[config.mk]
export PLATFORM = sky130hd
export DESIGN_NAME = ddr3_port_arbiter
export DESIGN_NICKNAME = d
export VERILOG_FILES = /design/src/rtl/ddr3_arb_pkg.sv /design/src/rtl/ddr3_rd_tag_fifo.sv /design/src/rtl/ddr3_port_arbiter.sv
export SDC_FILE = /design/constraint.sdc
export NUM_CORES = 1
export LEC_CHECK = 0
export ABC_AREA = 0
export BUFFER_PORTS_ARGS = -buffer_cell sky130_fd_sc_hd__buf_2
export CAP_MARGIN = 0
export CELL_PAD_IN_SITES_DETAIL_PLACEMENT = 1
export CELL_PAD_IN_SITES_GLOBAL_PLACEMENT = 2
export CORE_AREA = 5 5 289 291
export CTS_CLUSTER_DIAMETER = 200
export DETAILED_ROUTE_END_ITERATION = 10
export DIE_AREA = 0 0 294 296
export GPL_TIMING_DRIVEN = 1
export PLACE_DENSITY_LB_ADDON = 0.12
export SYNTH_ARGS = -nofsm -noshare
export SYNTH_HDL_FRONTEND = slang
export SYNTH_SLANG_ARGS = --single-unit
[constraint.sdc]
create_clock -name clk_ref -period 3.3 [get_ports clk_ref]
set_clock_uncertainty 0.1 [all_clocks]
set_input_delay 0.165 -clock clk_ref [delete_from_list [all_inputs] [get_ports clk_ref]]
set_output_delay 0.165 -clock clk_ref [all_outputs]
set_load 0.02 [all_outputs]
[src/rtl/ddr3_arb_pkg.sv]
// Purpose: shared constants and types for the two-client DDR3 port arbiter.
// Latency: n/a (package only).
// Backpressure: n/a (package only).
// Contents: IP command codes, arbiter state encoding, client-id width, one-hot helper.
package ddr3_arb_pkg;

    // DDR3 IP native command codes
    localparam logic [2:0] WR_CMD = 3'h0;
    localparam logic [2:0] RD_CMD = 3'h1;

    // One-hot arbiter states
    typedef enum logic [2:0] {
        IDLE  = 3'b001,
        ARB   = 3'b010,
        WDATA = 3'b100
    } arb_state_e;

    // Two clients -> one bit of client id
    localparam int CID_W = 1;

    function automatic logic [1:0] cid_onehot(input logic [CID_W-1:0] id);
        cid_onehot = 2'b01 << id;
    endfunction

endpackage

[src/rtl/ddr3_rd_tag_fifo.sv]
// Purpose: outstanding-read tag queue, remembers which client issued each read burst.
// Latency: push visible at head one cycle later; head is show-ahead (combinational read).
// Backpressure: push ignored when full, pop ignored when empty; caller gates via count_o.
// Ports: clk_ref/rst_n clock and async active-low reset; push_i/push_dat_i enqueue;
//        pop_i dequeue; head_dat_o oldest tag; count_o occupancy; empty_o queue empty.
module ddr3_rd_tag_fifo #(
    parameter int  DEPTH = 4,
    localparam int PW    = (DEPTH > 1) ? $clog2(DEPTH) : 1,
    localparam int CW    = $clog2(DEPTH) + 1
) (
    input  logic          clk_ref,
    input  logic          rst_n,
    input  logic          push_i,
    input  logic          push_dat_i,
    input  logic          pop_i,
    output logic          head_dat_o,
    output logic [CW-1:0] count_o,
    output logic          empty_o
);

    logic          mem_q [DEPTH];
    logic [PW-1:0] wr_ptr_q;
    logic [PW-1:0] rd_ptr_q;
    logic [CW-1:0] cnt_q;
    logic          full;
    logic          push_ok;
    logic          pop_ok;

    assign full    = (cnt_q == CW'(DEPTH));
    assign empty_o = (cnt_q == '0);
    assign push_ok = push_i && !full;
    assign pop_ok  = pop_i && !empty_o;

    assign head_dat_o = mem_q[rd_ptr_q];
    assign count_o    = cnt_q;

    // Storage needs no reset: occupancy gates every read of it
    always_ff @(posedge clk_ref) begin
        if (push_ok) begin
            mem_q[wr_ptr_q] <= push_dat_i;
        end
    end

    // DEPTH is a power of two, so pointers wrap naturally
    always_ff @(posedge clk_ref or negedge rst_n) begin
        if (!rst_n) begin
            wr_ptr_q <= '0;
            rd_ptr_q <= '0;
            cnt_q    <= '0;
        end else begin
            if (push_ok) begin
                wr_ptr_q <= wr_ptr_q + PW'(1);
            end
            if (pop_ok) begin
                rd_ptr_q <= rd_ptr_q + PW'(1);
            end
            case ({push_ok, pop_ok})
                2'b10:   cnt_q <= cnt_q + CW'(1);
                2'b01:   cnt_q <= cnt_q - CW'(1);
                default: cnt_q <= cnt_q;
            endcase
        end
    end

endmodule

[src/rtl/ddr3_port_arbiter.sv]
// Purpose: shares one DDR3 IP command/data port between two burst clients, whole-burst grants.
// Latency: command/grant registered one cycle after decision; write data and read return combinational.
// Backpressure: ddr3_wr_rdy stalls write beats; cmd_rdy/full tag queue hold requests (client keeps cli_req).
// Ports: clk_ref/rst_n clock, async active-low reset; init_done calibration done;
//        cmd/cmd_en/addr + cmd_rdy IP command; ddr3_wren/ddr3_wr_end/ddr3_wr_data + ddr3_wr_rdy IP write;
//        ddr3_rd_valid/ddr3_rd_data IP read; cli_* per-client request, grant, write ack, read return;
//        rd_orphan sticky flag for read beats with no outstanding read.
// Build option: define DDR3_ARB_FIXED_PRIO_EN for fixed priority (client 0 wins ties), else round-robin.
module ddr3_port_arbiter
    import ddr3_arb_pkg::*;
#(
    parameter int DQ_WIDTH       = 16,
    parameter int ADDR_WIDTH     = 27,
    parameter int BURST_LEN      = 64,
    parameter int RD_OUTSTANDING = 4
) (
    input  logic                      clk_ref,
    input  logic                      rst_n,
    input  logic                      init_done,
    input  logic                      cmd_rdy,
    input  logic                      ddr3_wr_rdy,
    input  logic                      ddr3_rd_valid,
    input  logic [8*DQ_WIDTH-1:0]     ddr3_rd_data,
    output logic [2:0]                cmd,
    output logic                      cmd_en,
    output logic [ADDR_WIDTH-1:0]     addr,
    output logic                      ddr3_wren,
    output logic                      ddr3_wr_end,
    output logic [8*DQ_WIDTH-1:0]     ddr3_wr_data,
    input  logic [1:0]                cli_req,
    input  logic [1:0]                cli_we,
    input  logic [2*ADDR_WIDTH-1:0]   cli_addr,
    input  logic [2*8*DQ_WIDTH-1:0]   cli_wdata,
    output logic [1:0]                cli_grant,
    output logic [1:0]                cli_wack,
    output logic [1:0]                cli_rvalid,
    output logic [8*DQ_WIDTH-1:0]     cli_rdata,
    output logic                      rd_orphan
);

    localparam int DW     = 8 * DQ_WIDTH;
    localparam int BN     = BURST_LEN / 8;
    localparam int BCW    = (BN > 1) ? $clog2(BN) : 1;
    localparam int TAG_CW = $clog2(RD_OUTSTANDING) + 1;
    localparam logic [BCW-1:0]    LAST_BEAT = BCW'(BN - 1);
    localparam logic [TAG_CW-1:0] TAG_MAX   = TAG_CW'(RD_OUTSTANDING);

    arb_state_e             state_q;
    logic [2:0]             cmd_q;
    logic                   cmd_en_q;
    logic [ADDR_WIDTH-1:0]  addr_q;
    logic [1:0]             grant_q;
    logic [CID_W-1:0]       owner_q;
    logic [BCW-1:0]         wbeat_q;
    logic [BCW-1:0]         rbeat_q;
    logic                   orphan_q;

    logic [1:0]             elig;
    logic                   any_elig;
    logic [CID_W-1:0]       win;
    logic                   win_we;
    logic [ADDR_WIDTH-1:0]  addr_sel;
    logic                   wr_go;
    logic                   rd_hit;
    logic                   tag_push;
    logic                   tag_pop;
    logic                   tag_head;
    logic [TAG_CW-1:0]      tag_cnt;
    logic                   tag_empty;
    logic                   tag_full;

    assign tag_full = (tag_cnt == TAG_MAX);

    // cmd_en_q blanks eligibility so commands are always at least two cycles apart.
    // Full uses the registered count only: a same-cycle pop does not free a slot.
    assign elig[0] = (state_q == ARB) && cli_req[0] && cmd_rdy && !cmd_en_q &&
                     (cli_we[0] ? ddr3_wr_rdy : !tag_full);
    assign elig[1] = (state_q == ARB) && cli_req[1] && cmd_rdy && !cmd_en_q &&
                     (cli_we[1] ? ddr3_wr_rdy : !tag_full);
    assign any_elig = |elig;

`ifdef DDR3_ARB_FIXED_PRIO_EN
    assign win = elig[0] ? 1'b0 : 1'b1;
`else
    // prio_q names the client that wins a tie; it flips away from each winner
    logic prio_q;

    assign win = (&elig) ? prio_q : elig[1];

    always_ff @(posedge clk_ref or negedge rst_n) begin
        if (!rst_n) begin
            prio_q <= 1'b0;
        end else if (any_elig) begin
            prio_q <= ~win;
        end
    end
`endif

    assign win_we   = cli_we[win];
    assign addr_sel = win ? cli_addr[2*ADDR_WIDTH-1:ADDR_WIDTH] : cli_addr[ADDR_WIDTH-1:0];
    assign tag_push = any_elig && !win_we;

    // Command FSM with registered command outputs
    always_ff @(posedge clk_ref or negedge rst_n) begin
        if (!rst_n) begin
            state_q  <= IDLE;
            cmd_q    <= WR_CMD;
            cmd_en_q <= 1'b0;
            addr_q   <= '0;
            grant_q  <= 2'b00;
            owner_q  <= '0;
            wbeat_q  <= '0;
        end else begin
            cmd_en_q <= 1'b0;
            grant_q  <= 2'b00;
            case (state_q)
                IDLE: begin
                    if (init_done) begin
                        state_q <= ARB;
                    end
                end
                ARB: begin
                    if (any_elig) begin
                        cmd_q    <= win_we ? WR_CMD : RD_CMD;
                        cmd_en_q <= 1'b1;
                        addr_q   <= addr_sel;
                        grant_q  <= cid_onehot(win);
                        if (win_we) begin
                            owner_q <= win;
                            wbeat_q <= '0;
                            state_q <= WDATA;
                        end
                    end
                end
                WDATA: begin
                    if (wr_go) begin
                        wbeat_q <= wbeat_q + BCW'(1);
                        if (wbeat_q == LAST_BEAT) begin
                            state_q <= ARB;
                        end
                    end
                end
                default: state_q <= IDLE;
            endcase
        end
    end

    assign cmd       = cmd_q;
    assign cmd_en    = cmd_en_q;
    assign addr      = addr_q;
    assign cli_grant = grant_q;

    // Write data: one beat per ddr3_wr_rdy cycle, straight from the owner's show-ahead word
    assign wr_go        = (state_q == WDATA) && ddr3_wr_rdy;
    assign ddr3_wren    = wr_go;
    assign ddr3_wr_end  = wr_go;
    assign ddr3_wr_data = owner_q ? cli_wdata[2*DW-1:DW] : cli_wdata[DW-1:0];
    assign cli_wack     = wr_go ? cid_onehot(owner_q) : 2'b00;

    // Read return: beats go to the client at the head of the tag queue
    assign rd_hit     = ddr3_rd_valid && !tag_empty;
    assign cli_rvalid = rd_hit ? cid_onehot(tag_head) : 2'b00;
    assign cli_rdata  = ddr3_rd_data;
    assign tag_pop    = rd_hit && (rbeat_q == LAST_BEAT);
    assign rd_orphan  = orphan_q;

    always_ff @(posedge clk_ref or negedge rst_n) begin
        if (!rst_n) begin
            rbeat_q  <= '0;
            orphan_q <= 1'b0;
        end else if (ddr3_rd_valid) begin
            if (tag_empty) begin
                orphan_q <= 1'b1;
            end else if (rbeat_q == LAST_BEAT) begin
                rbeat_q <= '0;
            end else begin
                rbeat_q <= rbeat_q + BCW'(1);
            end
        end
    end

    ddr3_rd_tag_fifo #(
        .DEPTH (RD_OUTSTANDING)
    ) u_tag_fifo (
        .clk_ref    (clk_ref),
        .rst_n      (rst_n),
        .push_i     (tag_push),
        .push_dat_i (win),
        .pop_i      (tag_pop),
        .head_dat_o (tag_head),
        .count_o    (tag_cnt),
        .empty_o    (tag_empty)
    );

endmodule

==> impl_results.rst, run 1 <==
.. list-table::
   :header-rows: 1

   * - Metric
     - Value
   * - Required time of the critical path
     - 3.41 ns
   * - Via total after detailed routing
     - 5156
   * - Post-CTS Repair Setup Buffers
     - 0
   * - Largest net degree at the start of global routing
     - 46
   * - Netlist area before placement
     - between 0.005 and 0.006 mm2
   * - Height of the chip
     - between 200 and 300 um
   * - Critical hold path startpoint
     - cli_addr[21]
   * - Drt first-iter violations
     - about 120
   * - Distinct cell type count after synthesis
     - 44
   * - Overall fraction of global-route tracks in use
     - 0.0897
   * - Power density over the cells
     - 626 mW/mm2
   * - Synth Register Bits
     - 54
   * - Worst Reg2Reg Path Length in Cells
     - 10
   * - Latest clock arrival within the worst-skew pair
     - between 0.3 and 0.4 ns
   * - Via density per instance
     - 2.67
   * - Clk sinks
     - 54
   * - Highest fanout seen on the critical path
     - 8
   * - Share of layout cells above drive strength 1
     - 0.745
   * - Maximum level of the CTS H-tree
     - 2
   * - Most common flop cell mapped by yosys
     - dfrtp_1
   * - CP endpoint kind
     - register
   * - Library cell with the highest instance count after synthesis
     - buf_4
   * - Classification of the worst setup path
     - reg -> reg
   * - Initial core utilization
     - 0.0644
   * - Number of hold violations in the final report
     - 0
   * - Reg-to-reg endpoint
     - u_tag_fifo.count_o[2]$_DFFE_PN0P_
   * - Share of the clock period used by the worst path after layout
     - 0.825
   * - Crit path time final
     - 2.72 ns
   * - Count of pins on the block boundary
     - 744
   * - Startpoint Class
     - register
   * - CTS tree
     - done
   * - Sequential area share after synthesis
     - 0.266
   * - Worst Max-Slew Pin Slew
     - 0.755 ns
   * - Peak supply drop
     - 0.000184 V
   * - Startpoint of the worst setup timing path
     - state_q[2]$_DFFE_PN0P_
   * - Total global routing overflow
     - 0
   * - Area growth from synthesis to final layout
     - 57.1%
   * - Count of final max-slew check failures
     - 0
   * - Asr flop ratio synth
     - 0.926
   * - Detailed placement HPWL
     - a little under 40 mm
   * - Mean area per synthesized cell
     - between 9 and 10 um2
   * - Number of flops mapped to enable cells by yosys
     - 4
   * - Share of the synthesized area in the top cell type
     - 0.285
   * - Tot Pwr
     - slightly above 5 mW
   * - Placement row count
     - 104
   * - Wire length of the first global-routing pass
     - 52.8 mm
   * - Synth top cells by count
     - buf_4 (133), mux2_2 (131), dfrtp_1 (49)
   * - Maximum count of clock buffers along a single path
     - 2
   * - Dominant cells by area after synthesis
     - mux2_2 (29%), dfrtp_1 (24%), buf_4 (19%), mux2i_1 (5.4%), a21oi_1 (2.6%)
   * - GP Congestion
     - 0.847
   * - Initial antenna violation count
     - 14
   * - Library cell with the largest summed area after synthesis
     - mux2_2
   * - Core Area
     - 0.0803 mm2
   * - Fmax
     - 367 MHz
   * - Die area
     - 0.0870 mm2
   * - Tightest Hold Check Type
     - in -> reg
   * - Unrepaired setup endpoints after global routing
     - false
   * - RR Startpoint
     - state_q[2]$_DFFE_PN0P_
   * - Setup tns final
     - 0 ns
   * - Nets
     - 1322
   * - Root buffer selected by CTS
     - clkbuf_16
   * - Status
     - finished, final reports clean
   * - Number of port buffers
     - between 400 and 500
   * - Leak Pwr
     - 3.65 nW
   * - Arrival time of data at the critical path endpoint
     - roughly 2.8 ns
   * - Number of nets still failing antenna checks after routing
     - 0
   * - Flop-to-flop setup slack
     - 0.58 ns
   * - TritonCTS buffer count
     - 5
   * - Number of cells produced by synthesis
     - 518
   * - Horiz. Die Dim
     - 294 um
   * - Destination of the critical timing path
     - u_tag_fifo.count_o[2]$_DFFE_PN0P_
   * - Max cap viols
     - 0
   * - Clock Pin Slew Worst Setup and Hold Paths
     - 0.10 ns
   * - Number of detailed-route iterations in the first pass
     - 4
   * - Total wire length
     - 43.0 mm
   * - Total setup violations reported at the end of the flow
     - 0
   * - Final routed DRC violation total
     - 0
   * - Via count of the first global-routing pass
     - about 5.6k
   * - Remaining max-slew budget at the tightest pin
     - 0.497
   * - WL/cell
     - about 22 um
   * - Yosys warning count
     - 0
## cell families (layout without fill, tap and decap cells)
family	count (synthesis)	after routing	share of synthesized area
AOI/OAI and AO/OA	50	50	0.0642
adders and majority gates	10	10	0.0257
xor gates and xnor gates	6	6	0.0102
buffers and inverters	170	516	0.223
and+or+nand+nor	67	67	0.0668
DFF	54	54	0.266
muxes	160	160	0.344
other	1	10	0.000726
## sequential cells by signal, indices dropped and copies added, names as in the netlist, 2 cells and up
| name | flops |
|---|---|
| u_tag_fifo.mem_q | 4 |
| addr | 27 |
| u_tag_fifo.rd_ptr_q | 2 |
| u_tag_fifo.count_o | 3 |
| wbeat_q | 3 |
| u_tag_fifo.wr_ptr_q | 2 |
| cli_grant | 2 |
| rbeat_q | 3 |
| state_q | 3 |
## metal layers
layer  up-vias  routed length, um  global-route usage  part of all wire
met4        14               1410              0.0277             0.033
met2       323              18900               0.134              0.44
li1       2355                  -                   -                 -
met5         -                279              0.0168            0.0065
met3        90               5510              0.0500              0.13
met1      2374              16900               0.109              0.39
## what timing repair did
item	4_1_cts	5_1_grt
hold buffers	2	0
resized for setup	0	0
setup endpoints to repair	0	0
hold endpoints to repair	24	0
## metrics by stage
stage               instance area, um2  utilization  instances  setup WS (ns)  hold slack [ns]
detailed placement                7930       0.0988       1915          0.569            0.207
CTS                               8100        0.101       1925          0.555           0.0277
global route                      8110        0.101       1928          0.423           0.0432
floorplan                         5170            -        519          0.612           -0.231
global placement                  7930       0.0988       1915          0.534            0.200
finish                            8120        0.101       1933          0.577           0.0410
## area by class of cell
type	instances	area [um2]
Inverter	12	45.0
Fill cell	9638	72200
Multi-Input combinational cell	295	2650
Clock buffer	5	125
Clock inverter	3	25.0
Tap cell	1060	1330
Timing Repair Buffer	496	2550
Antenna cell	8	20.0
Sequential cell	54	1380
## critical path: stages (launching register included)
cell and delay (ns):
dfrtp_1 0.46, or3b_4 0.46, or3_4 0.37, a2111oi_4 0.30, inv_1 0.10, ha_1 0.22
inv_1 0.08, fa_1 0.17, xor2_1 0.16, nor2_1 0.06, xor2_1 0.13
## how the worst min path moves through the flow
stage | endpoint | slack [ns] | cells past startpoint
after floorplan | addr[0]$_DFFE_PN0P_ | -0.23 | 0
after global placement | addr[12]$_DFFE_PN0P_ | 0.20 | 1
after detailed placement | addr[12]$_DFFE_PN0P_ | 0.21 | 1
after CTS | addr[13]$_DFFE_PN0P_ | 0.03 | 3
after global routing | addr[14]$_DFFE_PN0P_ | 0.04 | 3
final | addr[21]$_DFFE_PN0P_ | 0.04 | 3
## cells in the final DEF (no fill, tap or decap), types with 2 or more instances in the layout
cell type      instances
o21ai_0                6
inv_1                 11
mux2i_1               28
buf_2                485
a22o_1                 2
nor3_1                 2
xnor2_1                2
dfrtp_1               48
clkbuf_16              5
dlygate4sd3_1          2
mux2_2               131
and2_1                 6
a21o_1                 3
diode_2                8
conb_1                 2
buf_4                  6
edfxtp_1               4
nand2b_1               3
nand2_1                5
nor2b_1                3
or4b_1                 2
xor2_1                 4
ha_1                   9
a31oi_1                2
nor2_1                32
and3_1                 4
nand3_1                4
o31ai_1                3
a21oi_1               27
buf_12                 3
## power by group
group | internal, mW | leakage [nW] | switching (mW)
sequential | 0.950 | 0.626 | 0.235
combinational | 1.27 | 2.95 | 2.01
clock | 0.289 | 0.0705 | 0.327
(Power assumes the default switching activity.)
==> run 2, diff against run 1 <==
--- a/config.mk
+++ b/config.mk
@@ -10,10 +10,10 @@
 export CAP_MARGIN = 0
 export CELL_PAD_IN_SITES_DETAIL_PLACEMENT = 1
 export CELL_PAD_IN_SITES_GLOBAL_PLACEMENT = 2
-export CORE_AREA = 5 5 289 291
+export CORE_AREA = 5 5 285 287
 export CTS_CLUSTER_DIAMETER = 200
 export DETAILED_ROUTE_END_ITERATION = 10
-export DIE_AREA = 0 0 294 296
+export DIE_AREA = 0 0 290 292
 export GPL_TIMING_DRIVEN = 1
 export PLACE_DENSITY_LB_ADDON = 0.12
 export SYNTH_ARGS = -nofsm -noshare
==> constraint.sdc (replaced) <==
create_clock -name clk_ref -period 2.5 [get_ports clk_ref]
set_clock_uncertainty 0.1 [all_clocks]
set_input_delay 0.125 -clock clk_ref [delete_from_list [all_inputs] [get_ports clk_ref]]
set_output_delay 0.125 -clock clk_ref [all_outputs]
set_load 0.02 [all_outputs]
==> impl_results.rst, run 2 (same netlist as run 1, synthesis figures left out) <==
.. list-table::
   :header-rows: 1

   * - Metric
     - Value
   * - Remaining max-slew budget at the tightest pin
     - 0.530
   * - Maximum level of the CTS H-tree
     - 2
   * - Max cap viols
     - 0
   * - Startpoint Class
     - register
   * - Drt first-iter violations
     - 99
   * - CTS tree
     - done
   * - Total wire length
     - approximately 44 mm
   * - Power density over the cells
     - between 800 and 900 mW/mm2
   * - Number of detailed-route iterations in the first pass
     - 4
   * - Maximum count of clock buffers along a single path
     - 2
   * - Initial antenna violation count
     - 9
   * - Required time of the critical path
     - 2.60 ns
   * - Arrival time of data at the critical path endpoint
     - 2.53 ns
   * - Commonest non-fill, non-tap cells in the layout
     - buf_2 (485), mux2_2 (131), dfrtp_1 (48)
   * - Largest net degree at the start of global routing
     - 40
   * - Detailed placement HPWL
     - 39.6 mm
   * - Placement row count
     - 103
   * - Via count of the first global-routing pass
     - 5972
   * - Count of pins on the block boundary
     - 744
   * - Core Area
     - 0.0784 mm2
   * - Total cell area at the placement stage
     - around 0.008 mm2
   * - Via density per instance
     - 2.70
   * - Fmax
     - 410 MHz
   * - Wire length of the first global-routing pass
     - 56.8 mm
   * - Instance count after placement with tap cells included
     - 1916
   * - Share of layout cells above drive strength 1
     - 0.730
   * - Status
     - finished, final reports clean
   * - Number of hold violations in the final report
     - 0
   * - Initial core utilization
     - 0.0660
   * - Nets
     - 1358
   * - Latest clock arrival within the worst-skew pair
     - 0.32 ns
   * - Die area
     - 0.0847 mm2
   * - Clock Pin Slew Worst Setup and Hold Paths
     - roughly 0.09 ns
   * - WL/cell
     - around 22 um
   * - Utilization after layout
     - 0.109
   * - Cell with the biggest individual delay on the critical path
     - or3b_4
   * - Number of nets still failing antenna checks after routing
     - 0
   * - Total setup violations reported at the end of the flow
     - 0
   * - Design area
     - about 0.0085 mm2
   * - TritonCTS buffer count
     - 5
   * - Worst Max-Slew Pin Slew
     - 0.704 ns
   * - Highest fanout seen on the critical path
     - 2
   * - Final cell count without fillers
     - about 2.0k
   * - Met2 track demand over resource
     - 0.146
   * - GRT met1 Usage
     - 0.115
   * - Peak supply drop
     - 0.000256 V
   * - Unrepaired setup endpoints after global routing
     - true
   * - Area growth from synthesis to final layout
     - 64.5%
   * - CP endpoint kind
     - register
   * - Leading cell type in the layout, fill and taps excluded
     - buf_2
   * - Flip-flop count of the largest register, all copies and words added
     - 27
   * - Crit path time final
     - approximately 2.4 ns
   * - Via total after detailed routing
     - 5282
   * - Leak Pwr
     - 3.83 nW
   * - Met3 GRT Util
     - 0.0615
   * - Count of final max-slew check failures
     - 0
   * - Height of the chip
     - 292 um
   * - GRT busiest layer
     - met2
   * - Share of the clock period used by the worst path after layout
     - 0.975
   * - GP Congestion
     - 0.867
   * - Number of port buffers
     - 485
   * - Root buffer selected by CTS
     - clkbuf_16
   * - Final routed DRC violation total
     - 0
   * - Horiz. Die Dim
     - 290 um
   * - Classification of the worst setup path
     - reg -> reg
   * - Overall fraction of global-route tracks in use
     - 0.0971
   * - Largest stage delay, worst path
     - 0.39 ns
   * - Total global routing overflow
     - 0
   * - Clk sinks
     - 54
   * - Setup tns final
     - 0 ns
   * - Critical path cell sequence
     - or3b_4, or3_4, a2111oi_4, inv_2, ha_4, inv_2, fa_2, xor2_1, nor2_1, xor2_1
   * - Tightest Hold Check Type
     - in -> reg
-- run 2: cell types whose count changed in the layout (fill, tap and decap cells not counted), moves of 2 or more --
cell           previous run  this run
buf_12                    3         6
diode_2                   8         5
inv_1                    11         9
buf_4                     6        15
dlygate4sd3_1             2        26
-- run 2: final cells by class --
class	instances	area (um2)
clock inverter	1	30.0
fill	9401	69900
timing repair buffer	532	2920
tap	1050	1310
antenna	5	12.5
multi-input combinational	295	2660
inverter	12	45.0
clock buffer	7	143
sequential	54	1380
-- run 2: repair_timing --
action                                 CTS  global route
hold buffers                            26             0
setup endpoints to repair                0             2
buffers inserted                         0             1
endpoints found under the hold margin   38             0
gates resized for setup                  0             3
-- run 2: metrics by stage --
stage          hold slack, ns  setup WS (ns)  power [mW]
5_1_grt                0.0261        -0.0611        7.54
3_5_place_dp            0.125         0.0836        6.22
3_3_place_gp            0.134         0.0850        6.23
6_report               0.0167         0.0634        6.96
4_1_cts              0.000448         0.0420        7.22
2_1_floorplan          -0.271        -0.0534        4.34
-- run 2: where the power goes --
part,total (mW),switching (mW),leakage (nW),internal [mW]
registers,1.55,0.297,0.626,1.25
logic,4.52,2.72,3.12,1.79
clock network,0.894,0.390,0.0842,0.504
-- run 2: worst paths after layout --
check | from | endpoint | slack, ns | cells after the start
setup / recovery | state_q[0]$_DFFE_PN1P_ | u_tag_fifo.count_o[2]$_DFFE_PN0P_ | 0.06 | 10
hold / removal | cli_addr[38] | addr[11]$_DFFE_PN0P_ | 0.02 | 3
setup reg to reg | state_q[0]$_DFFE_PN1P_ | u_tag_fifo.count_o[2]$_DFFE_PN0P_ | 0.06 | 10
hold reg to reg | u_tag_fifo.rd_ptr_q[1]$_DFFE_PN0P_ | u_tag_fifo.rd_ptr_q[1]$_DFFE_PN0P_ | 0.37 | 1
max in group asynchronous | rst_n | cmd[0]$_DFFE_PN0P_ | 1.38 | 3
min in group asynchronous | rst_n | addr[9]$_DFFE_PN0P_ | 0.28 | 2
-- run 2: per-layer routing --
metal  vias up  share of wire
met3        91           0.13
met4        12          0.020
met5         -         0.0086
li1       2435              -
met2       329           0.44
met1      2415           0.40
-- run 2: worst max-delay path, delay by kind of cell, from the launching register on --
kind                       cells  cell delay (ns)
AOI/OAI and AO/OA              1             0.25
xor gates and xnor gates       2             0.27
adders and majority gates      2             0.36
buffers and inverters          2             0.14
DFF                            1             0.38
and+or+nand+nor                3             0.82
